**config.mk**
```make
export PLATFORM = sky130hd
export DESIGN_NAME = log_shift_acc_flat
export DESIGN_NICKNAME = d
export VERILOG_FILES = /design/src/rtl/log_shift_acc_if.sv /design/src/rtl/log_shift_acc.sv /design/src/flat_wrapper.sv
export SDC_FILE = /design/constraint.sdc
export NUM_CORES = 1
export LEC_CHECK = 0
export ABC_AREA = 1
export ABC_CLOCK_PERIOD_IN_PS = 8800
export CAP_MARGIN = 40
export CORE_ASPECT_RATIO = 0.7
export CORE_MARGIN = 2
export CORE_UTILIZATION = 60
export CTS_BUF_LIST = sky130_fd_sc_hd__clkbuf_16
export DETAILED_ROUTE_END_ITERATION = 8
export PLACE_DENSITY = 0.93
export RECOVER_POWER = 25
export SLEW_MARGIN = 20
export SYNTH_ARGS = -nofsm -noshare
export SYNTH_HDL_FRONTEND = slang
export SYNTH_SLANG_ARGS = --single-unit
```
**constraint.sdc**
```tcl
create_clock -name clk -period 8.8 [get_ports clk]
set_clock_uncertainty 0.05 [all_clocks]
set_input_delay 1.32 -clock clk [delete_from_list [all_inputs] [get_ports clk]]
set_output_delay 1.32 -clock clk [all_outputs]
set_load 0.1 [all_outputs]
```
**src/rtl/log_shift_acc_if.sv**
```systemverilog
// rtl/log_shift_acc_if.sv - beat/result handshake bundle for the log-weight shift accumulator
interface log_shift_acc_if #(
    parameter int LANES = 4,
    parameter int ACT_W = 12,
    parameter int EXP_W = 3,
    parameter int ACC_W = 24
);
    logic                         i_valid;
    logic                         o_ready;
    logic                         i_skip;
    logic                         i_first;
    logic                         i_last;
    logic [LANES*(EXP_W+1)-1:0]   i_weight;
    logic [LANES*ACT_W-1:0]       i_activation;
    logic                         o_valid;
    logic                         i_out_ready;
    logic [ACC_W-1:0]             o_sum;
    logic                         o_ovf;

    modport master (
        output i_valid, i_skip, i_first, i_last, i_weight, i_activation, i_out_ready,
        input  o_ready, o_valid, o_sum, o_ovf
    );

    modport slave (
        input  i_valid, i_skip, i_first, i_last, i_weight, i_activation, i_out_ready,
        output o_ready, o_valid, o_sum, o_ovf
    );
endinterface

```
**src/rtl/log_shift_acc.sv**
```systemverilog
// rtl/log_shift_acc.sv - three-stage log-domain (shift) multiply-accumulate with saturating group sum
module log_shift_acc #(
    parameter int LANES = 4,
    parameter int ACT_W = 12,
    parameter int EXP_W = 3,
    parameter int ACC_W = 24
) (
    input  logic            clk,
    input  logic            rst,
    log_shift_acc_if.slave  bus
);
    localparam int PROD_W = ACT_W + (1 << EXP_W) - 1;
    localparam int SUM_W  = PROD_W + $clog2(LANES) + 1;
    localparam int WGT_W  = EXP_W + 1;

    localparam logic signed [ACC_W:0] SAT_MAX = {2'b00, {(ACC_W-1){1'b1}}};
    localparam logic signed [ACC_W:0] SAT_MIN = {2'b11, {(ACC_W-1){1'b0}}};

    logic w_enable;
    logic w_accept;
    logic r_out_valid;

    // A held result with no downstream taker freezes the whole pipeline.
    assign w_enable = !(r_out_valid && !bus.i_out_ready);
    assign w_accept = bus.i_valid && w_enable;

    logic signed [PROD_W-1:0] w_prod [LANES];

    genvar g;
    generate
        for (g = 0; g < LANES; g++) begin : g_lane
            logic [EXP_W-1:0]  w_code;
            logic              w_neg;
            logic [PROD_W-1:0] w_act_ext;
            logic [PROD_W-1:0] w_mag;

            assign w_code    = bus.i_weight[g*WGT_W +: EXP_W];
            assign w_neg     = bus.i_weight[g*WGT_W + EXP_W];
            assign w_act_ext = {{(PROD_W-ACT_W){1'b0}}, bus.i_activation[g*ACT_W +: ACT_W]};
            assign w_mag     = (w_code == '0) ? '0 : (w_act_ext << (w_code - EXP_W'(1)));
            assign w_prod[g] = bus.i_skip ? '0 : (w_neg ? -w_mag : w_mag);
        end
    endgenerate

    logic signed [PROD_W-1:0] r_prod [LANES];
    logic                     r_s1_valid;
    logic                     r_s1_first;
    logic                     r_s1_last;

    always_ff @(posedge clk) begin
        if (rst) begin
            for (int i = 0; i < LANES; i++) begin
                r_prod[i] <= '0;
            end
            r_s1_valid <= 1'b0;
            r_s1_first <= 1'b0;
            r_s1_last  <= 1'b0;
        end else if (w_enable) begin
            r_s1_valid <= w_accept;
            if (w_accept) begin
                for (int i = 0; i < LANES; i++) begin
                    r_prod[i] <= w_prod[i];
                end
                r_s1_first <= bus.i_first;
                r_s1_last  <= bus.i_last;
            end
        end
    end

    logic signed [SUM_W-1:0] w_lane_sum;

    always_comb begin
        w_lane_sum = '0;
        for (int i = 0; i < LANES; i++) begin
            w_lane_sum = w_lane_sum + {{(SUM_W-PROD_W){r_prod[i][PROD_W-1]}}, r_prod[i]};
        end
    end

    logic signed [SUM_W-1:0] r_sum;
    logic                    r_s2_valid;
    logic                    r_s2_first;
    logic                    r_s2_last;

    always_ff @(posedge clk) begin
        if (rst) begin
            r_sum      <= '0;
            r_s2_valid <= 1'b0;
            r_s2_first <= 1'b0;
            r_s2_last  <= 1'b0;
        end else if (w_enable) begin
            r_s2_valid <= r_s1_valid;
            if (r_s1_valid) begin
                r_sum      <= w_lane_sum;
                r_s2_first <= r_s1_first;
                r_s2_last  <= r_s1_last;
            end
        end
    end

    logic signed [ACC_W-1:0] r_acc;
    logic                    r_grp_ovf;
    logic [ACC_W-1:0]        r_out_sum;
    logic                    r_out_ovf;

    logic signed [ACC_W:0]   w_base;
    logic signed [ACC_W:0]   w_add;
    logic signed [ACC_W:0]   w_total;
    logic                    w_sat_hi;
    logic                    w_sat_lo;
    logic [ACC_W-1:0]        w_acc_next;
    logic                    w_ovf_next;

    // One extra bit of headroom so the clamp can see overflow in either direction.
    always_comb begin
        w_base     = r_s2_first ? '0 : {r_acc[ACC_W-1], r_acc};
        w_add      = {{(ACC_W+1-SUM_W){r_sum[SUM_W-1]}}, r_sum};
        w_total    = w_base + w_add;
        w_sat_hi   = (w_total > SAT_MAX);
        w_sat_lo   = (w_total < SAT_MIN);
        w_acc_next = w_sat_hi ? SAT_MAX[ACC_W-1:0] :
                     w_sat_lo ? SAT_MIN[ACC_W-1:0] : w_total[ACC_W-1:0];
        w_ovf_next = w_sat_hi || w_sat_lo || (!r_s2_first && r_grp_ovf);
    end

    always_ff @(posedge clk) begin
        if (rst) begin
            r_acc       <= '0;
            r_grp_ovf   <= 1'b0;
            r_out_sum   <= '0;
            r_out_ovf   <= 1'b0;
            r_out_valid <= 1'b0;
        end else if (w_enable) begin
            r_out_valid <= r_s2_valid && r_s2_last;
            if (r_s2_valid) begin
                r_acc     <= w_acc_next;
                r_grp_ovf <= w_ovf_next;
                if (r_s2_last) begin
                    r_out_sum <= w_acc_next;
                    r_out_ovf <= w_ovf_next;
                end
            end
        end
    end

    assign bus.o_ready = w_enable;
    assign bus.o_valid = r_out_valid;
    assign bus.o_sum   = r_out_sum;
    assign bus.o_ovf   = r_out_ovf;
endmodule

```
**src/flat_wrapper.sv**
```systemverilog
// flat-port wrapper written by rule: the top's interface ports become plain ports
module log_shift_acc_flat 
#(
    parameter int LANES = 4,
    parameter int ACT_W = 12,
    parameter int EXP_W = 3,
    parameter int ACC_W = 24
)
  (clk, rst, bus_i_valid, bus_i_skip, bus_i_first, bus_i_last, bus_i_weight, bus_i_activation, bus_i_out_ready, bus_o_ready, bus_o_valid, bus_o_sum, bus_o_ovf);
  log_shift_acc_if #(.LANES(LANES), .ACT_W(ACT_W), .EXP_W(EXP_W), .ACC_W(ACC_W)) bus_i ();
  input  logic clk;
  input  logic rst;
  input wire logic [$bits(bus_i.i_valid)-1:0] bus_i_valid;
  input wire logic [$bits(bus_i.i_skip)-1:0] bus_i_skip;
  input wire logic [$bits(bus_i.i_first)-1:0] bus_i_first;
  input wire logic [$bits(bus_i.i_last)-1:0] bus_i_last;
  input wire logic [$bits(bus_i.i_weight)-1:0] bus_i_weight;
  input wire logic [$bits(bus_i.i_activation)-1:0] bus_i_activation;
  input wire logic [$bits(bus_i.i_out_ready)-1:0] bus_i_out_ready;
  output wire logic [$bits(bus_i.o_ready)-1:0] bus_o_ready;
  output wire logic [$bits(bus_i.o_valid)-1:0] bus_o_valid;
  output wire logic [$bits(bus_i.o_sum)-1:0] bus_o_sum;
  output wire logic [$bits(bus_i.o_ovf)-1:0] bus_o_ovf;
  assign bus_i.i_valid = bus_i_valid;
  assign bus_i.i_skip = bus_i_skip;
  assign bus_i.i_first = bus_i_first;
  assign bus_i.i_last = bus_i_last;
  assign bus_i.i_weight = bus_i_weight;
  assign bus_i.i_activation = bus_i_activation;
  assign bus_i.i_out_ready = bus_i_out_ready;
  assign bus_o_ready = bus_i.o_ready;
  assign bus_o_valid = bus_i.o_valid;
  assign bus_o_sum = bus_i.o_sum;
  assign bus_o_ovf = bus_i.o_ovf;
  log_shift_acc #(.LANES(LANES), .ACT_W(ACT_W), .EXP_W(EXP_W), .ACC_W(ACC_W)) u_core (.clk(clk), .rst(rst), .bus(bus_i));
endmodule
```
# ---- Word-level counts from Yosys, hierarchy flattened
# Memories as Yosys holds them, arrays and structs flattened.
# Index checks and enable logic that the tools add are counted.
dict set report classes {
  n_addsub 12
  order_cmp 2
  shifts 4
  muxes 25
  bitwise_logic 5
  reduce_logical 17
}
# op count
set ops {}
lappend ops {{$mux 19} 16}
lappend ops {{$neg 19->19} 4}
lappend ops {{$shl 12x3->19} 4}
lappend ops {{$mux 24} 2}
lappend ops {{$add 22x22->22} 2}
lappend ops {{$add 25x22->25} 1}
lappend ops {{$gt 25x24->1 const B} 1}
lappend ops {{$lt 25x24->1 const B} 1}
lappend ops {{$mux 25} 1}
lappend ops {{$add 19x19->20} 1}
lappend ops {{$logic_not 3->1} 4}
lappend ops {{$sub 3x1->3 const B} 4}
lappend ops {{$mux 1} 6}
lappend ops {{$reduce_and 2->1} 3}
lappend ops {{$logic_and 1x1->1} 4}
lappend ops {{$or 1x1->1} 4}
lappend ops {{$logic_not 1->1} 3}
lappend ops {{$reduce_and 3->1} 1}
lappend ops {{$logic_or 1x1->1} 2}
lappend ops {{$not 1->1} 1}
dict set report totals {
  ff_bits 79
  ramBits 76
  in_bits 71
  out_inout_bits 27
  wordCells 78
  n_memories 1
}
# name depth word_bits read_ports rd_clocked_by_memory_dff wr line
set memory_table {}
lappend memory_table {u_core.r_prod 4 19 4 0 4 log_shift_acc.sv:45} ;# logic signed [PROD_W-1:0] r_prod [LANES];

# ---- Depth between registers and ports, before layout
dict set report logic_depth {
  ltp_word 9
  ltp_mapped 25
  ltp_nobuf 25
}

# ---- Worst setup path before layout
# Ideal clock, no wire load.
dict set report synth_path {
  path_kind {in2reg}
  from {in bus_i_out_ready}
  to {mem u_core.r_prod[0][0] in the netlist's numbering, enable pin}
  setup_ns 0.436
  t_arrival_ns 3.879
  required_ns 8.314
  slack_ns 4.435
  path_stages 4
  n_path_buf 0
  cell_sequence {nor2_1 inv_1 nand2_1 nand2_1}
}
# element line
set synth_rtl {}
lappend synth_rtl {{start, declared} flat_wrapper.sv:19} ;# input wire logic [$bits(bus_i.i_out_ready)-1:0] bus_i_out_ready;
lappend synth_rtl {{end, declared} log_shift_acc.sv:45}

==> flow_summary.ini <==
[yosys]
syn_area_um2 = 14510
yosysSeqAreaShare = 0.2664
synth_nets = 2509
async_flop_share = 0
synth_cells = 2340
yosysWarnings = 0
synth_edf_count = 76
synth_seq_cells = 155
syn_avg_cell_area_um2 = 6.199
synth_cell_types = 44
ys.flop_type = dfxtp_1

[global_routing]
grt_util_all_layers = 0.3290
grt_max_degree = 68
grt_pass1_wl_mm = 67.66
antenna_found_initial = 0
grt_use_met2 = 0.4747
grt-busiest-layer = met1
use_met3 = 0.07980
overflow = 0
met1_usage = 0.4973
first_global_vias = 13767

[layout]
syn_to_final_growth_pct = 12.03
final_area_um2 = 16250
final_nets = 2590
n_antenna_cell = 0
layout-drive-gt1-share = 0.04807
register_area_um2 = 3864
multi_input_area_um2 = 9012
nFillCells = 2028
fin_util = 0.6857

[critical_path]
r2r_cells = 21
timing.rr.start = u_core.r_prod[0][21]
cp-endpoint = u_core.r_prod[0][39]
cp.depth = 6
critPathTopFamily = buffers and inverters
critPathRequiredTime_ns = 8.87
crit_chain = buf_2 -> clkbuf_1 -> inv_1 -> nand2_2 -> buf_4 -> buf_12
critPathMaxFanout = 61
r2r_setup_slack_ns = 4.27
start_kind = primary input
critical-path-slowest-cell = clkbuf_1
max_stage_delay_ns = 1.98
crit_start = rst
path_class = in -> reg
path_buf_inv = 5
worstPathArrival_ns = 5.64
timing.rr.end = u_core.r_sum[20]
crit_path_end_kind = flop

[routing]
drt_wl_total_mm = 41.42
avgViaCountPerCell = 5.606
wire_per_inst_um = 15.05
drc = 0
vias = 15427
first_iter_violations = 2099
drtPass1Iterations = 6
ant_nets = 0

[timing]
max_freq_mhz = 179.4
min_period_ns = 5.575
slew_headroom = -0.8769
holdWs_ns = 0.4312
period_share = 0.6335
rsz0062_at_grt = false
report.final.slew_viol_count = 62
tightest_slew_ns = 2.815
setup_violations = 0
finalHoldViolCount = 0
final.setup.tns_ns = 0

[status]
violations = capacitance limit, slew limit
status = finished with violations

[clock_network]
clockBufferDepth = 2
cts_setup_buffers = 0
clkTransAtPathRegs_ns = 0.07
tritoncts = done
clk_latency_ns = 0.44
h-tree-depth = 4
cts.sinks = 155
cts_resized = 0
cts.root.buffer_cell = clkbuf_16
hold_buffers = 0
numCtsBuffers = 17

[placed_design]
placed_area_um2 = 15960
gp_congestion = 1.018
place.port_buffers = 97
place_hpwl_mm = 32.47

[worst_hold_path]
hp-class = reg -> reg
hold_depth = 2

[floorplan]
start_util = 0.6121
die_area_um2 = 25450
coreArea_um2 = 23700
ioPinCount = 98
num_rows = 47
die_width_um = 189.8
die_height_um = 134.1

[power_and_ir_drop]
p_per_area_nw_per_um2 = 162.9
power_leakage_nw = 8.322
ir_worst_vdd_v = 0.0001623

[flow_run]
max_cap_viol_count = 1
-- layer usage --
layer  up-vias  routed length (um)
met4         0                 489
met3        50                5004
met5         -                   0
met2       872               16770
met1      6899               19150
li1       7606                   -
-- Yosys cell counts (13+ instances only) --
library cell | number | area share
nand2_1 | 714 | 0.18
nor2_1 | 327 | 0.085
inv_1 | 311 | 0.080
nand3_1 | 184 | 0.063
a21oi_1 | 161 | 0.056
o21ai_0 | 87 | 0.030
dfxtp_1 | 79 | 0.11
edfxtp_1 | 76 | 0.16
ha_1 | 75 | 0.065
clkbuf_1 | 31 | 0.0080
nand4_1 | 27 | 0.012
nor3_1 | 24 | 0.0083
xor2_1 | 24 | 0.014
fa_1 | 23 | 0.032
buf_2 | 21 | 0.0072
xnor2_1 | 21 | 0.013
nand2_2 | 20 | 0.0086
inv_2 | 14 | 0.0036
buf_6 | 13 | 0.010
nor2_2 | 13 | 0.0056
o21ai_1 | 13 | 0.0045
-- where the power goes --
part	total, mW	switching, mW	internal, mW
Sequential	0.833	0.0252	0.808
Combinational	1.11	0.751	0.356
Clock	0.707	0.324	0.383
Total	2.65	1.10	1.55
-- cell type report --
type	instances	area share
Inverter	329	0.07599
Tap cell	318	0.02448
Clock buffer	18	0.02772
Clock inverter	14	0.006698
Multi-Input combinational cell	1784	0.5546
Timing Repair Buffer	134	0.07276
Sequential cell	155	0.2378
-- state kept, by name, summed over array words and instances, names as in the netlist, 22 cells and up --
register          count
u_core.r_sum         22
u_core.bus.o_sum     24
u_core.r_acc         24
u_core.r_prod        76
-- per-stage QoR --
stage	cells	setup WS, ns	power, mW
after floorplan	2340	4.435	1.650
after global placement	2691	4.138	1.875
after detailed placement	2719	4.037	1.913
after CTS	2751	4.488	2.618
after global routing	2752	2.929	2.805
final	2752	3.225	2.647
-- worst min-delay path by stage --
stage / startpoint / endpoint / slack, ns
final: u_core.r_s1_first / u_core.r_s1_first / 0.43
after global routing: u_core.r_s1_last / u_core.r_s1_last / 0.46
after CTS: u_core.r_s1_last / u_core.r_s1_last / 0.43
after detailed placement: u_core.r_s1_last / u_core.r_s1_last / 0.42
after global placement: u_core.r_s1_first / u_core.r_s1_first / 0.41
after floorplan: u_core.r_s1_first / u_core.r_s1_first / 0.40
-- worst reg2reg max path: stages (launching register included) --
cell and delay (ns):
edfxtp_1 0.40, ha_1 0.41, a21oi_1 0.12, o21ai_0 0.43, a21o_1 0.19, nand3_1 0.09, nand2_1 0.10, nand2_1 0.06
nand2_1 0.07, xnor2_1 0.10, fa_1 0.49, inv_1 0.05, ha_1 0.35, a21oi_1 0.23, a21boi_0 0.49, nand2_1 0.13
nand2_1 0.08, nand3_1 0.11, a21oi_1 0.16, o21ai_0 0.14, o211ai_1 0.11, inv_1 0.06
-- kinds of logic after synthesis --
kind of cell | Yosys count | share of synthesized area
simple gates | 1339 | 0.3855
flops | 155 | 0.2664
compound gates | 302 | 0.1112
xor+xnor | 45 | 0.02717
fa+ha+maj | 98 | 0.09644
buf+inv | 401 | 0.1133
-- cells in the final DEF, fill, tap and decap left out, drive strengths merged --
cell | Yosys | routed
nand3 | 193 | 193
a21oi | 165 | 165
a21o | 5 | 5
o21bai | 6 | 6
clkbuf | 31 | 45
o21ai | 101 | 101
and3 | 1 | 1
nand4 | 27 | 27
buf | 41 | 11
o31ai | 1 | 1
fa | 23 | 23
clkinv | 4 | 8
nor3b | 3 | 3
o21a | 3 | 3
xnor2 | 21 | 21
nand3b | 2 | 2
a21boi | 3 | 3
xor2 | 24 | 24
nor2 | 344 | 344
or2 | 5 | 5
inv | 325 | 333
a221oi | 1 | 1
nand2 | 734 | 734
nor3 | 26 | 26
clkinvlp | 0 | 2
a31oi | 4 | 4
dfxtp | 79 | 79
clkdlybuf4s50 | 0 | 96
and2 | 4 | 4
edfxtp | 76 | 76
o22ai | 3 | 3
o211ai | 10 | 10
ha | 75 | 75
Note: power is estimated with default switching activity, not from simulation.
